### src/rtl/inst_fetch_if.sv
// inst_fetch_if: instruction-memory bus and decode-stage handshake for inst_fetch.
// Rev 1.0 -- initial release.
`default_nettype none

interface inst_fetch_if;
  logic        imem_req_o;
  logic [63:0] imem_addr_o;
  logic        imem_gnt_i;
  logic        imem_rvalid_i;
  logic [31:0] imem_rdata_i;
  logic [31:0] inst_o;
  logic [63:0] inst_addr_o;
  logic        inst_valid_o;
  logic        hold_flag_i;
  logic        jump_flag_i;
  logic [63:0] jump_addr_i;

  modport master (
    output imem_req_o, imem_addr_o, inst_o, inst_addr_o, inst_valid_o,
    input  imem_gnt_i, imem_rvalid_i, imem_rdata_i, hold_flag_i, jump_flag_i, jump_addr_i
  );

  modport slave (
    input  imem_req_o, imem_addr_o, inst_o, inst_addr_o, inst_valid_o,
    output imem_gnt_i, imem_rvalid_i, imem_rdata_i, hold_flag_i, jump_flag_i, jump_addr_i
  );
endinterface

`default_nettype wire

### src/rtl/inst_fetch.sv
// inst_fetch: single-outstanding instruction fetch with a 2-entry output FIFO.
// Optional IFU_MISALIGN_EXC_EN adds misalign_o. Rev 1.0 -- initial release.
`default_nettype none

module inst_fetch #(
  parameter logic [63:0] RESET_PC = 64'h0000_0000_8000_0000,
  parameter logic [31:0] NOP_INST = 32'h0000_0013
) (
  input  wire logic   clk,
  input  wire logic   rst,
  inst_fetch_if.master bus
`ifdef IFU_MISALIGN_EXC_EN
  ,
  output logic        misalign_o
`endif
);

  typedef enum logic [1:0] {
    S_IDLE = 2'd0,
    S_REQ  = 2'd1,
    S_WAIT = 2'd2,
    S_DROP = 2'd3
  } state_t;

  state_t      r_state;
  logic [63:0] r_pc;
  logic [63:0] r_req_addr;
  logic [63:0] r_addr [0:1];
  logic [31:0] r_inst [0:1];
  logic        r_rd_ptr;
  logic [1:0]  r_count;

  logic        w_pop;
  logic        w_push;
  logic        w_wr_ptr;
  logic [1:0]  w_cnt_after_pop;
  logic [1:0]  w_cnt_next;
  logic [63:0] w_jump_target;

  assign w_pop           = (r_count != 2'd0) && !bus.hold_flag_i;
  assign w_push          = (r_state == S_WAIT) && bus.imem_rvalid_i;
  assign w_wr_ptr        = r_rd_ptr ^ r_count[0];
  assign w_cnt_after_pop = r_count - {1'b0, w_pop};
  assign w_cnt_next      = w_cnt_after_pop + {1'b0, w_push};
  assign w_jump_target   = {bus.jump_addr_i[63:2], 2'b00};

  always_ff @(posedge clk or posedge rst) begin
    if (rst) begin
      r_state    <= S_IDLE;
      r_pc       <= RESET_PC;
      r_req_addr <= RESET_PC;
      r_rd_ptr   <= 1'b0;
      r_count    <= 2'd0;
    end else if (bus.jump_flag_i) begin
      // Redirect flushes the FIFO; an in-flight response must be swallowed in DROP.
      r_count <= 2'd0;
      r_pc    <= w_jump_target;
      case (r_state)
        S_IDLE:  r_state <= S_REQ;
        S_REQ:   r_state <= bus.imem_gnt_i ? S_DROP : S_REQ;
        S_WAIT:  r_state <= bus.imem_rvalid_i ? S_REQ : S_DROP;
        S_DROP:  r_state <= bus.imem_rvalid_i ? S_REQ : S_DROP;
        default: r_state <= S_IDLE;
      endcase
    end else begin
      r_count <= w_cnt_next;
      if (w_pop) begin
        r_rd_ptr <= ~r_rd_ptr;
      end
      case (r_state)
        S_IDLE: begin
          if (w_cnt_after_pop < 2'd2) begin
            r_state <= S_REQ;
          end
        end
        S_REQ: begin
          if (bus.imem_gnt_i) begin
            r_state    <= S_WAIT;
            r_req_addr <= r_pc;
            r_pc       <= r_pc + 64'd4;
          end
        end
        S_WAIT: begin
          if (bus.imem_rvalid_i) begin
            r_state <= (w_cnt_next < 2'd2) ? S_REQ : S_IDLE;
          end
        end
        S_DROP: begin
          if (bus.imem_rvalid_i) begin
            r_state <= S_REQ;
          end
        end
        default: r_state <= S_IDLE;
      endcase
    end
  end

  // Payload storage needs no reset: it is only visible through a non-zero count.
  always_ff @(posedge clk) begin
    if (w_push && !bus.jump_flag_i) begin
      r_addr[w_wr_ptr] <= r_req_addr;
      r_inst[w_wr_ptr] <= bus.imem_rdata_i;
    end
  end

  assign bus.imem_req_o   = (r_state == S_REQ);
  assign bus.imem_addr_o  = r_pc;
  assign bus.inst_valid_o = (r_count != 2'd0);
  assign bus.inst_o       = bus.inst_valid_o ? r_inst[r_rd_ptr] : NOP_INST;
  assign bus.inst_addr_o  = bus.inst_valid_o ? r_addr[r_rd_ptr] : 64'd0;

`ifdef IFU_MISALIGN_EXC_EN
  logic r_misalign;

  always_ff @(posedge clk or posedge rst) begin
    if (rst) begin
      r_misalign <= 1'b0;
    end else begin
      r_misalign <= bus.jump_flag_i && (bus.jump_addr_i[1:0] != 2'b00);
    end
  end

  assign misalign_o = r_misalign;
`else
  logic w_unused_jump_lsb;
  assign w_unused_jump_lsb = ^bus.jump_addr_i[1:0];
`endif

endmodule

`default_nettype wire

### src/flat_wrapper.sv
// flat-port wrapper written by rule: the top's interface ports become plain ports
module inst_fetch_flat 
#(
  parameter logic [63:0] RESET_PC = 64'h0000_0000_8000_0000,
  parameter logic [31:0] NOP_INST = 32'h0000_0013
)
  (clk, rst, bus_imem_req_o, bus_imem_addr_o, bus_inst_o, bus_inst_addr_o, bus_inst_valid_o, bus_imem_gnt_i, bus_imem_rvalid_i, bus_imem_rdata_i, bus_hold_flag_i, bus_jump_flag_i, bus_jump_addr_i);
  inst_fetch_if bus_i ();
  input  wire logic clk;
  input  wire logic rst;
  output wire logic [$bits(bus_i.imem_req_o)-1:0] bus_imem_req_o;
  output wire logic [$bits(bus_i.imem_addr_o)-1:0] bus_imem_addr_o;
  output wire logic [$bits(bus_i.inst_o)-1:0] bus_inst_o;
  output wire logic [$bits(bus_i.inst_addr_o)-1:0] bus_inst_addr_o;
  output wire logic [$bits(bus_i.inst_valid_o)-1:0] bus_inst_valid_o;
  input wire logic [$bits(bus_i.imem_gnt_i)-1:0] bus_imem_gnt_i;
  input wire logic [$bits(bus_i.imem_rvalid_i)-1:0] bus_imem_rvalid_i;
  input wire logic [$bits(bus_i.imem_rdata_i)-1:0] bus_imem_rdata_i;
  input wire logic [$bits(bus_i.hold_flag_i)-1:0] bus_hold_flag_i;
  input wire logic [$bits(bus_i.jump_flag_i)-1:0] bus_jump_flag_i;
  input wire logic [$bits(bus_i.jump_addr_i)-1:0] bus_jump_addr_i;
  assign bus_imem_req_o = bus_i.imem_req_o;
  assign bus_imem_addr_o = bus_i.imem_addr_o;
  assign bus_inst_o = bus_i.inst_o;
  assign bus_inst_addr_o = bus_i.inst_addr_o;
  assign bus_inst_valid_o = bus_i.inst_valid_o;
  assign bus_i.imem_gnt_i = bus_imem_gnt_i;
  assign bus_i.imem_rvalid_i = bus_imem_rvalid_i;
  assign bus_i.imem_rdata_i = bus_imem_rdata_i;
  assign bus_i.hold_flag_i = bus_hold_flag_i;
  assign bus_i.jump_flag_i = bus_jump_flag_i;
  assign bus_i.jump_addr_i = bus_jump_addr_i;
  inst_fetch #(.RESET_PC(RESET_PC), .NOP_INST(NOP_INST)) u_core (.clk(clk), .rst(rst), .bus(bus_i));
endmodule
### config.mk
export PLATFORM = sky130hd
export DESIGN_NAME = inst_fetch_flat
export DESIGN_NICKNAME = d
export VERILOG_FILES = /design/src/rtl/inst_fetch_if.sv /design/src/rtl/inst_fetch.sv /design/src/flat_wrapper.sv
export SDC_FILE = /design/constraint.sdc
export NUM_CORES = 1
export LEC_CHECK = 0
export ABC_AREA = 1
export ABC_CLOCK_PERIOD_IN_PS = 6700
export BUFFER_PORTS_ARGS = -buffer_cell sky130_fd_sc_hd__buf_2
export CAP_MARGIN = 20
export CORE_MARGIN = 1.5
export CORE_UTILIZATION = 50
export CTS_BUF_LIST = sky130_fd_sc_hd__clkbuf_4 sky130_fd_sc_hd__clkbuf_8
export DETAILED_ROUTE_END_ITERATION = 10
export PLACE_DENSITY = 0.73
export RECOVER_POWER = 100
export SETUP_SLACK_MARGIN = 0.2
export SYNTH_ARGS = -nofsm -noshare
export SYNTH_HDL_FRONTEND = slang
export SYNTH_SLANG_ARGS = --single-unit
export TNS_END_PERCENT = 10
### constraint.sdc
create_clock -name clk -period 6.7 [get_ports clk]
set_input_delay 0.67 -clock clk [delete_from_list [all_inputs] [get_ports clk]]
set_output_delay 0.67 -clock clk [all_outputs]
set_load 0.005 [all_outputs]
==> flow_summary.toml <==
[status]
status = "complete, but fails checks"
violated_checks = "capacitance limit, slew limit"

[route]
routed_wirelength_um = 40080
routed_wire_length_per_instance_um = 18.19
drtAntennaViolNets = 0
post_route_drc = 0
num_vias = 11621
drt-vias-per-instance = 5.275
first_pass_iters = 5
first_iter_violations = 986

[placed_design]
place.detailed.hpwl_um = 27210
io_buffers = 257
place.gp.congestion = 0.9546

[sta]
drv_slew = 314
fin_setup_tns_ns = 0
finalHoldViolCount = 0
timing.final.setup_violations = 0
fin_crit_ns = 4.811
rsz0062_at_grt = "false"
final_min_period_over_clock_period_pct = 71.80
fin_skew_ns = 0.02260
slew-limit-headroom_pct = -105.2
worstMarginPinSlew_ns = 3.061
fmaxAchievable_ghz = 0.2079

[logic_synthesis]
post_synth_inst_count = 1524
synth-adder-area-share_pct = 0.2662
synth_top_family_by_area = "simple AND/OR/NAND/NOR gates"
yosys.area_share.xor_xnor_pct = 1.242
synth-main-ff-cell = "sky130_fd_sc_hd__edfxtp_1"
synth_compound_area_share_pct = 7.346
synth_edf_count = 188
async_flop_share_pct = 40.69
synth.yosys.seq_area_share_pct = 62.94
synth.ff_latch_count = 317
muxShareOfSynthArea_pct = 0
synthesis.area_sq_um = 14100
syn_avg_cell_area_sq_um = 9.253
post_synth_and_or_nand_nor_area_fraction_pct = 24.18
post_synth_num_cell_types = 40
synth_warnings = 0

[critical_path]
critical_path.slowest_cell = "sky130_fd_sc_hd__clkbuf_1"
timing.critical_path.cells = "inv_1 > nor2_1 > nand2_1 > nor2_8 > buf_4 > inv_1 > clkbuf_1 > nor2_1 > nand2_1 > nand4_1"
worst-endpoint-arrival_ns = 5.26
crit_path_max_fanout = 55
worst_ep_required_time_ns = 7.15
setup.worst_path.end_class = "register"
timing_worst_setup_path_type = "reg2reg"
reg2reg_setup_slack_ns = 1.89
critical_path_start_type = "register"
critical-path-max-stage-delay_ns = 1.77

[power]
ir_drop_uv = 255.0
finalPower_w = 0.006306
power_per_cell_area_nw_per_um2 = 380.5
total_leakage_power_nw = 6.844

[global_routing]
grt_remaining_overflow = 0
grt_first_pass_wirelength_um = 59770
number_of_global_route_vias_before_repair = 10779
grt_use_total_pct = 27.07
pin_count_of_the_biggest_net_entering_global_routing = 66
antenna_found_initial = 0

[clock_tree]
cts_htree_levels = 2
cts_root_buffer = "sky130_fd_sc_hd__clkbuf_8"
cts-buffers-inserted = 51
cts_resized = 0
tritoncts = "yes"
cts.repair_timing.setup_buffer_count = 0
cts-root-to-sink-buffers = 3
cts_hold_buf = 0
cts.sinks = 317
worstSkewPairLatency_ns = 0.57
clkSlewWorstSetupHoldPaths_ns = 0.06

[floorplanning]
die_x_um = 170.9
fp-row-count = 61
placeableCoreArea_sq_um = 27780
design.die.area_sq_um = 29220
effective_utilization_at_floorplan_pct = 50.76
ios = 264
height_of_the_die_um = 170.9

[worst_hold_path]
holdCritPathClass = "in2reg"

[final_layout]
fill_cell_instance_count_of_the_final_layout = 2531
area.growth.synth_to_final_pct = 17.52
layout_common_cells = "sky130_fd_sc_hd__nand2_1 (534), sky130_fd_sc_hd__nor2_1 (220), sky130_fd_sc_hd__edfxtp_1 (188)"
fraction_of_final_layout_cells_with_drive_strength_greater_than_1_pct = 12.99
finalNetCount = 1888
antenna_cells = 0
final_common_cell = "sky130_fd_sc_hd__nand2_1"

[flow_run]
cap_violations = 6
worst max-delay path, delay by kind of cell, from the launching register on:
| kind | cells | cell delay [ns] |
|---|---|---|
| flip-flops | 1 | 0.42 |
| buffers and inverters | 4 | 2.96 |
| AND/OR/NAND/NOR | 6 | 1.25 |
layout make-up:
class                   instances  area [sq um]  area share [%]
flip-flops and latches        317          8880           53.58
clock buffers                  85         994.7           6.002
well taps                     378         473.0           2.854
repair buffers                271          1210           7.300
clock inverters                10         52.55          0.3171
multi-input cells            1067          4681           28.24
inverters                      75         282.8           1.706
metrics by stage:
| stage | cells | setup WS [ns] | hold slack [ns] | instance area, sq um | util, % |
|---|---|---|---|---|---|
| after floorplan | 1527 | 1.093 | 0.4424 | 14110 | - |
| after global placement | 2108 | 2.675 | 0.4489 | 15720 | 56.60 |
| final | 2203 | 1.889 | 0.2920 | 16570 | 59.66 |
| after detailed placement | 2108 | 2.630 | 0.4535 | 15720 | 56.60 |
| after CTS | 2203 | 2.768 | 0.2602 | 16770 | 60.37 |
| after global routing | 2203 | 1.542 | 0.2680 | 16570 | 59.66 |
per-layer routing:
metal  global-route usage (%)  part of all wire [%]  vias to the layer above
met5                        0                     0                        -
met4                    10.98                   3.3                        0
met3                    4.650                   7.6                       84
met2                    42.80                    46                      513
met1                    37.30                    43                     5459
li1                         -                     -                     5565
worst paths after layout:
path                                            start                          to  depth (start not counted)
min in group asynchronous                         rst           u_core.r_state[1]                          2
worst min register to register  u_core.r_req_addr[37]        u_core.r_addr[1][37]                          0
worst max register to register      u_core.r_state[0]  u_core.bus.imem_addr_o[38]                         10
worst min-delay path             bus_imem_rdata_i[30]        u_core.r_inst[1][30]                          1
worst max-delay path                u_core.r_state[0]  u_core.bus.imem_addr_o[38]                         10
max in group asynchronous                         rst       u_core.r_req_addr[33]                          3
cells by family after synthesis:
group | count (synthesis)
compound gates | 186
fa+ha+maj | 3
simple gates | 854
flops | 317
other cells | 1
buf+inv | 143
xor+xnor | 20
power breakdown:
part	internal [W]	total (W)	switching [W]
registers	0.00251	0.00290	0.000392
logic	0.000553	0.00172	0.00117
clock network	0.000936	0.00168	0.000746
total	0.00400	0.00631	0.00231
cell usage after synthesis (all sizes together), types with 2 or more instances:
cell type | count | share of area, %
a21oi | 105 | 3.7
a22o | 7 | 0.43
a22oi | 5 | 0.27
and3 | 2 | 0.089
buf | 27 | 0.91
clkbuf | 41 | 1.1
dfrtp | 127 | 23
dfstp | 2 | 0.37
edfxtp | 188 | 40
ha | 3 | 0.27
inv | 75 | 2.0
nand2 | 534 | 14
nand3 | 62 | 2.2
nand3b | 4 | 0.21
nand4 | 16 | 0.71
nor2 | 229 | 6.4
nor3 | 4 | 0.14
o2111ai | 2 | 0.12
o211ai | 7 | 0.37
o21ai | 46 | 1.6
o21bai | 4 | 0.21
o221ai | 4 | 0.25
o31ai | 3 | 0.16
or2 | 2 | 0.089
xnor2 | 3 | 0.19
xor2 | 17 | 1.1
registers in the layout, indices dropped and copies added (netlist names):
name                    count
u_core.r_count              2
u_core.bus.imem_addr_o     62
u_core.r_rd_ptr             1
u_core.r_addr             124
u_core.r_req_addr          62
u_core.r_state              2
u_core.r_inst              64
Power figures use the tool's default switching activity.
